### src/rtl/ext_arbiter.sv
// Two-requester immediate-extension unit with one shared result register.
// Build option: define EXT_ARB_SHIFT_EN to enable the branch-offset mode.
//
// Ports:
//   clk, rst           clock, asynchronous active-high reset
//   req0/req1          request lines, operands held until granted
//   imm0/imm1          16-bit immediates
//   mode0/mode1        extension mode (0 zext, 1 high half, 2 sext, 3 offset)
//   gnt0/gnt1          combinational grants
//   out_valid/out_ready  result handshake
//   out_id             requester that owns the result
//   out_value          32-bit extended immediate
module ext_arbiter (
    input  logic        clk,
    input  logic        rst,
    input  logic        req0,
    input  logic        req1,
    input  logic [15:0] imm0,
    input  logic [15:0] imm1,
    input  logic [1:0]  mode0,
    input  logic [1:0]  mode1,
    output logic        gnt0,
    output logic        gnt1,
    output logic        out_valid,
    input  logic        out_ready,
    output logic        out_id,
    output logic [31:0] out_value
);

    typedef enum logic {
        EMPTY = 1'b0,
        FULL  = 1'b1
    } state_t;

    state_t      state_q, state_d;
    logic        last_q, last_d;
    logic        id_q, id_d;
    logic [31:0] value_q, value_d;

    logic        accept;
    logic        pick0, pick1;
    logic        any_gnt;
    logic [15:0] sel_imm;
    logic [1:0]  sel_mode;
    logic [31:0] ext_val;

    function automatic logic [31:0] extend(
        input logic [15:0] imm,
        input logic [1:0]  mode
    );
        logic [31:0] sext;
        logic [31:0] res;
        sext = {{16{imm[15]}}, imm};
        res  = 32'h0;
        case (mode)
            2'd0: res = {16'h0, imm};
            2'd1: res = {imm, 16'h0};
            2'd2: res = sext;
            2'd3: begin
`ifdef EXT_ARB_SHIFT_EN
                res = {sext[29:0], 2'b00};
`else
                res = 32'h0;
`endif
            end
            default: res = 32'h0;
        endcase
        return res;
    endfunction

    // A new result may be written when the register is empty or is
    // being drained in this same cycle.
    assign accept = (state_q == EMPTY) || out_ready;

    // last_q = 1 means requester 1 was granted last, so 0 wins a tie.
    assign pick0 = req0 && (!req1 || last_q);
    assign pick1 = req1 && (!req0 || !last_q);

    assign gnt0    = !rst && accept && pick0;
    assign gnt1    = !rst && accept && pick1;
    assign any_gnt = gnt0 || gnt1;

    assign sel_imm  = gnt1 ? imm1  : imm0;
    assign sel_mode = gnt1 ? mode1 : mode0;
    assign ext_val  = extend(sel_imm, sel_mode);

    always_comb begin
        state_d = state_q;
        last_d  = last_q;
        id_d    = id_q;
        value_d = value_q;

        case (state_q)
            EMPTY: begin
                if (any_gnt) begin
                    state_d = FULL;
                end
            end
            FULL: begin
                if (any_gnt) begin
                    state_d = FULL;
                end else if (out_ready) begin
                    state_d = EMPTY;
                end
            end
            default: state_d = EMPTY;
        endcase

        if (any_gnt) begin
            value_d = ext_val;
            id_d    = gnt1;
            last_d  = gnt1;
        end
    end

    always_ff @(posedge clk or posedge rst) begin
        if (rst) begin
            state_q <= EMPTY;
            last_q  <= 1'b1;
            id_q    <= 1'b0;
            value_q <= 32'h0;
        end else begin
            state_q <= state_d;
            last_q  <= last_d;
            id_q    <= id_d;
            value_q <= value_d;
        end
    end

    assign out_valid = (state_q == FULL);
    assign out_id    = id_q;
    assign out_value = value_q;

endmodule

### config.mk
export PLATFORM = sky130hd
export DESIGN_NAME = ext_arbiter
export DESIGN_NICKNAME = d
export VERILOG_FILES = /design/src/rtl/ext_arbiter.sv
export SDC_FILE = /design/constraint.sdc
export NUM_CORES = 1
export LEC_CHECK = 0
export ABC_AREA = 1
export BUFFER_PORTS_ARGS = -buffer_cell sky130_fd_sc_hd__buf_2
export CORE_MARGIN = 2
export CORE_UTILIZATION = 41
export CTS_CLUSTER_SIZE = 10
export DETAILED_ROUTE_END_ITERATION = 6
export PLACE_DENSITY = 0.74
export SETUP_SLACK_MARGIN = 0.3
export SYNTH_ARGS = -nofsm -noshare
export SYNTH_HDL_FRONTEND = slang
export SYNTH_SLANG_ARGS = --single-unit
### constraint.sdc
create_clock -name clk -period 4.7 [get_ports clk]
set_input_delay 0.235 -clock clk [delete_from_list [all_inputs] [get_ports clk]]
set_output_delay 0.235 -clock clk [all_outputs]
set_load 0.01 [all_outputs]
Word-level counts from Yosys, hierarchy flattened --
Index checks and enable logic that the tools add are counted.
Cells by class: eq/ne operators 3, mux-type cells 7, bitwise gates (word level) 1, reductions and logical operators 14
Operator list (count):
- 32-bit one-hot mux with 4 select lines | 1
- 16-bit 2-to-1 mux | 1
- 1-bit logical AND | 5
- 2-bit equality test (second input constant) | 2
- 1-bit logical NOT | 4
- 1-bit logical OR | 4
- 1-bit 2-to-1 mux | 3
- 2-bit by 1-bit equality test with 1-bit output (second input constant) | 1
- 2-bit logical NOT | 1
- 2-bit 2-to-1 mux | 1
- 1-bit one-hot mux with 2 select lines | 1
- 1-bit inverter | 1
Storage, ports and cells: register bits after elaboration 35, input bits 41, output and inout port bits 36

Longest topological paths before layout --
Gate-level depths: netlist of the first run.
word-level depth 7, depth in mapped cells 11

Worst setup path after synthesis of the first run --
OpenSTA, ideal clock, no wires.
kind input to register, from input port rst, to register value_q[0] (netlist: out_value[0]), arrival 1.579 ns, data required time 4.584 ns, setup slack 3.005 ns, stages 9, cells stage by stage inv_2 nand2_4 nor2_8 nand2_2 nand2_4 nor2_4 buf_4 nand2_1 nand2_1
On the way: longest elaborated chain between the ends 6, elaborated cells between the ends (all ways) 12
Ends and longest elaborated chain:
- from (decl) | line 15 | input logic rst,
- 1-bit logical NOT (no line) *
- 1-bit logical AND * (2 in a row) | line 80 | assign gnt1 = !rst && accept && pick1;
- net gnt1 | line 23 | output logic gnt1,
- 2-bit 2-to-1 mux | line 84 | assign sel_mode = gnt1 ? mode1 : mode0;
- 2-bit equality test, or another cell as far along | line 55 | case (mode)
- 32-bit one-hot mux with 4 select lines | line 55
- to (signal assigned) | line 126 | value_q <= value_d;
- to (decl) | line 38 | logic [31:0] value_q, value_d;
Mark *: on every way through the listed nets, which the timed path passes. The rest lies on a longest branch. A chain may end at the register's enable or synchronous reset.

Worst setup path after layout of the first run --
from register state_q (netlist: out_valid), to register value_q[18] (netlist: out_value[18])
On the way: longest elaborated chain between the ends 7, elaborated cells between the ends (all ways) 13
Ends and longest elaborated chain:
- from (decl) | line 35 | state_t state_q, state_d;
- from (signal assigned) | line 123 | state_q <= state_d;
- 1-bit inverter *
- 1-bit logical OR * | line 73 | assign accept = (state_q == EMPTY) || out_ready;
- 1-bit logical AND * | line 79, 80
- 1-bit logical AND | line 80
- 2-bit 2-to-1 mux | line 84
- 2-bit equality test, or another cell as far along | line 55
- 32-bit one-hot mux with 4 select lines | line 55
Every way passes the cells marked *; elsewhere a longest branch is shown, timed or not.

==> results of run 1 <==
## worst paths after layout
kind                                 end  depth (start not counted)  slack (ns)  startpoint
max                        out_value[18]                          8        2.75   out_valid
min in group clk               out_valid                          4        0.24   out_ready
max reg2reg                out_value[18]                          8        2.75   out_valid
min                            out_valid                          2        0.10         rst
min reg2reg                       out_id                          2        0.47      out_id
max in group asynchronous  out_value[19]                          2        4.11         rst
## synth_stat cells, drive strengths merged
master,n,area [µm²]
nand3,32,172.7
buf,12,76.31
dfstp,1,26.28
inv,24,92.59
o21bai,15,112.6
o21ai,2,10.01
nand2,152,613.1
nor2,4,62.56
dfrtp,34,850.8
a21oi,1,8.760
## power by group
part	internal [W]	total, W	switching, W
Sequential	0.000376	0.000420	0.0000442
Combinational	0.000121	0.000323	0.000202
Clock	0.000158	0.000268	0.000110
## cell type report
type	instances	area share, %
tap	67	3.318
timing repair buffer	76	15.06
clock inverter	3	1.734
clock buffer	5	2.724
inverter	24	3.665
sequential	35	34.72
multi-input combinational	206	38.78
## state kept, by name, indices dropped and copies added, names as in the netlist
signal     cells
out_value     32
out_valid      1
out_id         1
last_q         1
## routing by layer
metal	track usage [%]	routed length [µm]
met5	0	0
met4	7.540	74
met3	3.523	215
met2	30.65	2314
met1	25.90	2340
## worst max-delay path: stages (launching register included)
cell and delay, ns:
dfrtp_1 0.41, a21oi_2 0.58, nand2_2 0.20, nand2_1 0.13, nand2_2 0.17, nand3_1 0.15, nand2_1 0.06, nand2_1 0.07
nand2_1 0.06
## kinds of logic (layout without fill, tap and decap cells)
kind of cell	Yosys count	after routing	share of synthesized area [%]
flip-flops	35	35	43.30
buffers and inverters	36	108	8.338
AND/OR/NAND/NOR	188	188	41.88
AO/OA/AOI/OAI	18	18	6.486
## through the flow
stage	hold slack [ns]	instance area (µm²)	std cells	setup slack [ns]	power, W
3_3_place_gp	0.4169	2414	408	2.509	0.0007426
2_1_floorplan	0.2038	2026	277	3.005	0.0006271
5_1_grt	0.1649	2526	416	2.530	0.001080
3_5_place_dp	0.4332	2414	408	2.410	0.0007498
6_report	0.1015	2526	416	2.754	0.001011
4_1_cts	0.1190	2526	416	2.717	0.001018
==> results.ini, run 1 <==
[outcome]
status=finished, final reports clean

[floorplan]
start_util_pct=42.61
core_area_um2=4755
num_rows=25
die-height_um=74.29
io_pins=77
dieWidth_um=74.29
die-area_um2=5519

[yosys]
synth.cell_area_um2=2026
syn_avg_cell_area_um2=7.313
synth_seq_area_share_pct=43.30
synthCells=277
synth_cell_types=19
ys_ff_latch=35
syn_nets=318
yosysWarnings=0

[power_and_ir_drop]
p_leak_nw=1.584
p_per_area_nw_per_um2=400.3
vdd_drop_max_v=0.0002217

[sta]
setup_tns_ns=0
slew_headroom_pct=48.79
worst_pin_slew_ns=0.7671
fin_crit_sh_pct=41.40
final_max_slew_viol_count=0
setup_viol=0
clock.fmax_mhz=513.9
skew_ns=0.003955
post-route-min-period_ns=1.946
rsz0062_at_grt=no
hold_violations=0

[route]
first_pass_iters=4
drt_wl_total_mm=4.944
drtIter0Drc=74
routedWlPerCell_um=11.88
drc=0
drtAntennaViolNets=0
vias=1915
avgViaCountPerCell=4.603

[clocking]
hold_buffers=0
clkSlewWorstSetupHoldPaths_ns=0.07
cts.sinks=35
root_buffer=clkbuf_8
insertion_delay_ns=0.28
cts_tree=yes
cts_resized=0
numCtsBuffers=5
htreeDepth=2
clockBufferDepth=2
post_cts_buffers=0

[grt]
grt_pass1_wl_mm=8.017
grt_max_degree=38
antenna_found_initial=0
track_usage_pct=19.15
grt_pass1_vias=1776
grt_overflow=0

[worst_setup_path]
crit_required_ns=4.87
crit_type=flip-flop to flip-flop
worst_setup_path_end_kind=flip-flop
critPathArrivalTime_ns=2.12
path_max_fanout=16
worstSetupStartpointType=flip-flop

[cells_and_area]
final_core_util_pct=53.13
multiInputGateArea_um2=979.7
final_common_cell=nand2_1
drive_above_1_share_pct=30.37
ff_latch_area_um2=877.1
insertedDiodeCount=0
fill_cells=477
layout_common_cells=nand2_1, buf_2, dfrtp_1
fin_nets=389
syn_to_final_growth_pct=24.71

[placement]
gp_congestion=0.8117
dpl.hpwl_mm=3.694
port_buffers=76

[min_path]
holdCritPathClass=input port to async pin

[flow_run]
max_cap_violations=0

(Power assumes the default switching activity.)
==> run 2, diff against run 1 <==
- clock period: 4.7 -> 1.9 ns (I/O delays scaled with it)
==> results.ini, run 2 (same netlist as run 1, synthesis figures left out) <==
[floorplan]
core_area_um2=4755  ; unchanged
io_pins=77  ; unchanged
die-height_um=74.29  ; unchanged
num_rows=25  ; unchanged
die-area_um2=5519  ; unchanged
start_util_pct=42.61  ; unchanged
dieWidth_um=74.29  ; unchanged

[placement]
dpl.cell_count=412  ; was 408
post_dp_cell_area_um2=2456  ; was 2414 µm²
dpl.hpwl_mm=3.810  ; was 3.694 mm
pre_cts_slack_ns=0.2235  ; was 2.410 ns
port_buffers=76  ; unchanged
gp_congestion=0.8412  ; was 0.8117

[cells_and_area]
instances_no_fill=437  ; was 416
largest_reg_flops=32  ; unchanged
fill_cells=428  ; was 477
fin_nets=410  ; was 389
ff_latch_area_um2=878.3  ; was 877.1 µm²
layout_common_cells=nand2_1, buf_2, dfrtp_1  ; unchanged
insertedDiodeCount=0  ; unchanged
syn_to_final_growth_pct=41.07  ; was 24.71%
final_area_um2=2858  ; was 2526 µm²
final_common_cell=nand2_1  ; unchanged
drive_above_1_share_pct=38.65  ; was 30.37%
multiInputGateArea_um2=1145  ; was 979.7 µm²

[clocking]
clkSlewWorstSetupHoldPaths_ns=0.08  ; was 0.07 ns
cts.sinks=35  ; unchanged
htreeDepth=2  ; unchanged
cts_tree=yes  ; unchanged
root_buffer=clkbuf_8  ; unchanged
clockBufferDepth=2  ; unchanged
numCtsBuffers=5  ; unchanged
insertion_delay_ns=0.29  ; was 0.28 ns

[min_path]
holdCritPathClass=input port to flip-flop  ; was input port to async pin

[grt]
grt_pass1_vias=1934  ; was 1,776
grt_max_degree=36  ; was 38
track_usage_pct=21.06  ; was 19.15%
grt_pass1_wl_mm=8.914  ; was 8.017 mm
grt_overflow=0  ; unchanged
antenna_found_initial=0  ; unchanged

[sta]
skew_ns=0.006671  ; was 0.003955 ns
layout_setup_ws_ns=0.3098  ; was 2.754 ns
rsz0062_at_grt=yes  ; was no
clock.fmax_mhz=628.8  ; was 513.9 MHz
final_max_slew_viol_count=0  ; unchanged
post-route-min-period_ns=1.590  ; was 1.946 ns
fin_crit_sh_pct=83.70  ; was 41.40%
setup_viol=0  ; unchanged
slew_headroom_pct=70.63  ; was 48.79%
hold_violations=0  ; unchanged
worst_pin_slew_ns=0.4406  ; was 0.7671 ns
setup_tns_ns=0  ; unchanged

[route]
avgViaCountPerCell=4.801  ; was 4.603
drtIter0Drc=169  ; was 74
met2WireLength_mm=2.917  ; was 2.314 mm
m1WireLength_mm=2.538  ; was 2.340 mm
drtAntennaViolNets=0  ; unchanged
first_pass_iters=4  ; unchanged
routedWlPerCell_um=13.48  ; was 11.88 µm
routed.top_layer=met4  ; unchanged
drt_wl_total_mm=5.891  ; was 4.944 mm
dr_wl_met3_um=333  ; was 215 µm
vias=2098  ; was 1,915
drc=0  ; unchanged

[worst_setup_path]
worst_setup_path_end_kind=flip-flop  ; unchanged
crit_type=flip-flop to flip-flop  ; unchanged
worstSetupStartpointType=flip-flop  ; unchanged
crit_required_ns=2.09  ; was 4.87 ns
path_max_fanout=8  ; was 16
critPathArrivalTime_ns=1.78  ; was 2.12 ns

[outcome]
status=finished, final reports clean  ; unchanged

[power_and_ir_drop]
sw_frac_of_total_pct=37.99  ; was 35.27%
p_switching_w=0.0009711  ; was 0.0003567 W
p_clk_share_pct=21.0  ; was 26.5%
p_int_w=0.001585  ; was 0.0006546 W
vdd_drop_max_v=0.0004166  ; was 0.0002217 V
power_frac_seq_pct=40.7  ; was 41.6%
p_per_area_nw_per_um2=894.5  ; was 400.3 nW/µm²
p_leak_nw=1.707  ; was 1.584 nW
pwr-share-comb_pct=38.3  ; was 31.9%

[flow_run]
max_cap_violations=0  ; unchanged

run 2: changes by cell type in the layout (fill, tap and decap cells not counted), moves of 5 or more:
| cell | before | now |
|---|---|---|
| nand2_2 | 8 | 13 |
| nand2_4 | 3 | 9 |
| buf_4 | 0 | 13 |
| nand2_1 | 141 | 129 |
run 2: what timing repair did:
action	in CTS	in global routing
hold endpoints to repair	34	0
hold buffers	1	0
pin swaps	1	20
buffers inserted	2	11
cloned	1	2
endpoints found under the setup margin	32	32
gates resized for setup	1	34
run 2: stage by stage:
step	total power [W]	hold WS, ns	util [%]
global route	0.002727	0.1640	60.11
floorplan	0.001551	0.06376	-
global placement	0.001862	0.2806	51.66
CTS	0.002436	0.1117	54.63
detailed placement	0.001878	0.2927	51.66
finish	0.002556	0.1502	60.11
run 2: per-layer routing:
layer  vias to the layer above  track usage (%)
met3                         9            5.420
met1                       977            28.04
met4                         0            7.738
met2                        75            33.33
met5                         -                0
li1                       1037                -
run 2: critical path, cell delays in order, from the launching register on:
cell and delay [ns]:
dfstp_2 0.55, nand2_2 0.06, nand2_4 0.15, clkinv_8 0.10, buf_4 0.15, nand3_1 0.07
nand2_1 0.10, nand3_1 0.12, nand2_1 0.07, nand2_1 0.06, nand2_1 0.04
run 2: path summary, 6_finish.rpt:
kind                        start             to  slack (ns)  depth (start not counted)
setup / recovery           last_q  out_value[16]        0.31                         10
hold / removal                rst         last_q        0.15                          4
setup reg to reg           last_q  out_value[16]        0.31                         10
hold reg to reg            out_id         out_id        0.48                          2
max in group asynchronous     rst         last_q        1.00                          4
min in group asynchronous     rst  out_value[30]        0.57                          4
run 2: power groups by stage:
stage                     registers, W  logic [W]  clock network, W
after floorplan                0.00112   0.000428                 0
after global placement         0.00105   0.000815                 0
after detailed placement       0.00104   0.000836                 0
after CTS                      0.00103   0.000859          0.000544
after global routing           0.00106    0.00109          0.000579
final                          0.00104   0.000980          0.000536
run 2: area by class of cell:
type / count / share of cell area [%]
inverters: 24 / 3.590
flip-flops and latches: 35 / 30.74
clock inverters: 3 / 0.7005
clock buffers: 5 / 2.408
repair buffers: 94 / 19.57
multi-input cells: 209 / 40.06
well taps: 67 / 2.933
==> run 3, diff against run 2 <==
- clock period: 1.9 -> 1.6 ns (I/O delays scaled with it)
==> results.ini, run 3 (same netlist as run 1, synthesis figures left out) <==
[route]
drc=0  ; unchanged
drt_wl_total_mm=6.601  ; was 5.891 mm
first_pass_iters=5  ; was 4
vias=2238  ; was 2,098
drtIter0Drc=293  ; was 169
drtAntennaViolNets=0  ; unchanged
routedWlPerCell_um=14.87  ; was 13.48 µm
avgViaCountPerCell=5.041  ; was 4.801

[worst_setup_path]
crit_required_ns=1.79  ; was 2.09 ns
cpPeakStageDelay_ns=0.53  ; was 0.55 ns
worstSetupStartpointType=flip-flop  ; unchanged
critPathArrivalTime_ns=1.77  ; was 1.78 ns
cp_slowest_cell=dfstp_2  ; unchanged
cp_top_family=simple AND/OR/NAND/NOR gates  ; unchanged
crit_type=flip-flop to flip-flop  ; unchanged
path_cells=nand2_2, nand2_4, nor2_8, buf_4, nand2_8, nand2_4, nand3_1, nand2_1, nand2_1, nand2_1  ; was nand2_2, nand2_4, clkinv_8, buf_4, nand3_1, nand2_1, nand3_1, nand2_1, nand2_1, nand2_1
path_common_cell=nand2_1  ; unchanged
path_max_fanout=8  ; unchanged
worst_setup_path_end_kind=flip-flop  ; unchanged
crit_buf_inv=1  ; was 2

[cells_and_area]
insertedDiodeCount=0  ; unchanged
final_common_cell=nand2_1  ; unchanged
largest_reg_flops=32  ; unchanged
fin_nets=417  ; was 410
multiInputGateArea_um2=1192  ; was 1145 µm²
fill_cells=394  ; was 428
drive_above_1_share_pct=44.30  ; was 38.65%
instances_no_fill=444  ; was 437
final_area_um2=3084  ; was 2858 µm²
layout_common_cells=nand2_1, buf_2, dfrtp_1  ; unchanged
ff_latch_area_um2=877.1  ; was 878.3 µm²
syn_to_final_growth_pct=52.25  ; was 41.07%

[placement]
dpl.hpwl_mm=3.801  ; was 3.810 mm
port_buffers=76  ; unchanged
dpl.cell_count=414  ; was 412
gp_congestion=0.8140  ; was 0.8412
post_dp_cell_area_um2=2481  ; was 2456 µm²

[sta]
rsz0062_at_grt=yes  ; unchanged
worst_pin_slew_ns=0.4521  ; was 0.4406 ns
final_max_slew_viol_count=0  ; unchanged
setup_viol=0  ; unchanged
clock.fmax_mhz=630.7  ; was 628.8 MHz
post-route-min-period_ns=1.586  ; was 1.590 ns
skew_ns=0.006231  ; was 0.006671 ns
slew_headroom_pct=69.86  ; was 70.63%
fin_crit_sh_pct=99.10  ; was 83.70%
holdWs_ns=0.1643  ; was 0.1502 ns
hold_violations=0  ; unchanged

[power_and_ir_drop]
p_switching_w=0.001214  ; was 0.0009711 W
p_clk_share_pct=21.8  ; was 21.0%
p_leak_nw=1.801  ; was 1.707 nW
sw_frac_of_total_pct=37.04  ; was 37.99%
vdd_drop_max_v=0.0004721  ; was 0.0004166 V
power_frac_seq_pct=37.6  ; was 40.7%
p_per_area_nw_per_um2=1063  ; was 894.5 nW/µm²
pwr-share-comb_pct=40.7  ; was 38.3%
p_int_w=0.002064  ; was 0.001585 W

[flow_run]
max_cap_violations=0  ; unchanged

[floorplan]
dieWidth_um=74.29  ; unchanged
die-area_um2=5519  ; unchanged
num_rows=25  ; unchanged
die-height_um=74.29  ; unchanged
start_util_pct=42.61  ; unchanged
core_area_um2=4755  ; unchanged
io_pins=77  ; unchanged

[grt]
grt_pass1_wl_mm=9.646  ; was 8.914 mm
track_usage_pct=22.67  ; was 21.06%
antenna_found_initial=0  ; unchanged
grt_overflow=0  ; unchanged
grt_max_degree=36  ; unchanged
grt_pass1_vias=2064  ; was 1,934

[clocking]
clockBufferDepth=2  ; unchanged
clkSlewWorstSetupHoldPaths_ns=0.07  ; was 0.08 ns
htreeDepth=2  ; unchanged
cts_tree=yes  ; unchanged
root_buffer=clkbuf_8  ; unchanged
insertion_delay_ns=0.29  ; about the same
numCtsBuffers=5  ; unchanged
cts.sinks=35  ; unchanged

[min_path]
holdCritPathClass=input port to flip-flop  ; unchanged

[outcome]
status=finished, final reports clean  ; unchanged

run 3: routing by layer:
layer  part of all wire (%)  track usage [%]
met1                     37            30.57
met2                     51            37.70
met3                    8.6            3.659
met4                    2.6            6.944
met5                      0                0
run 3: stage by stage:
step           TNS (ns)  total power, W  setup slack (ns)  util [%]
5_1_grt        -0.05061        0.003455          -0.03511     64.87
3_3_place_gp          0        0.002225           0.06229     52.18
6_report              0        0.003278           0.01439     64.87
2_1_floorplan         0        0.001857            0.1542         -
4_1_cts               0        0.003148            0.1224     61.63
3_5_place_dp          0        0.002242           0.01164     52.18
run 3: cell type report:
class,count,area share (%)
timing repair buffer,102,23.41
tap,67,2.718
clock buffer,7,3.124
inverter,24,3.408
sequential,35,28.44
clock inverter,1,0.2434
multi-input combinational,208,38.66
run 3: final timing paths:
path / start / end / slack (ns) / depth (start not counted)
max: last_q / out_value[22] / 0.01 / 10
min: rst / out_id / 0.16 / 4
max reg2reg: last_q / out_value[22] / 0.01 / 10
min reg2reg: out_value[8] / out_value[8] / 0.47 / 2
max in group asynchronous: rst / last_q / 0.75 / 4
min in group asynchronous: rst / out_id / 0.50 / 4
run 3: worst reg2reg max path: stages, from the launching register on:
cell	delay [ns]
dfstp_2	0.53
nand2_2	0.06
nand2_4	0.15
nor2_8	0.08
buf_4	0.16
nand2_8	0.08
nand2_4	0.09
nand3_1	0.10
nand2_1	0.09
nand2_1	0.07
nand2_1	0.06
run 3: power groups by stage:
stage                     Sequential (W)  Clock, W  Combinational [W]
final                            0.00123  0.000714            0.00133
after global routing             0.00125  0.000758            0.00144
after CTS                        0.00123  0.000727            0.00119
after detailed placement         0.00124         0            0.00100
after global placement           0.00124         0           0.000987
after floorplan                  0.00133         0           0.000522
run 3: repair_timing:
action	CTS	global route
cloned	3	3
hold buffers	1	0
endpoints found under the hold margin	34	0
setup buffers	13	2
gates resized for setup	39	24
pin swaps	17	12
setup endpoints to repair	37	37
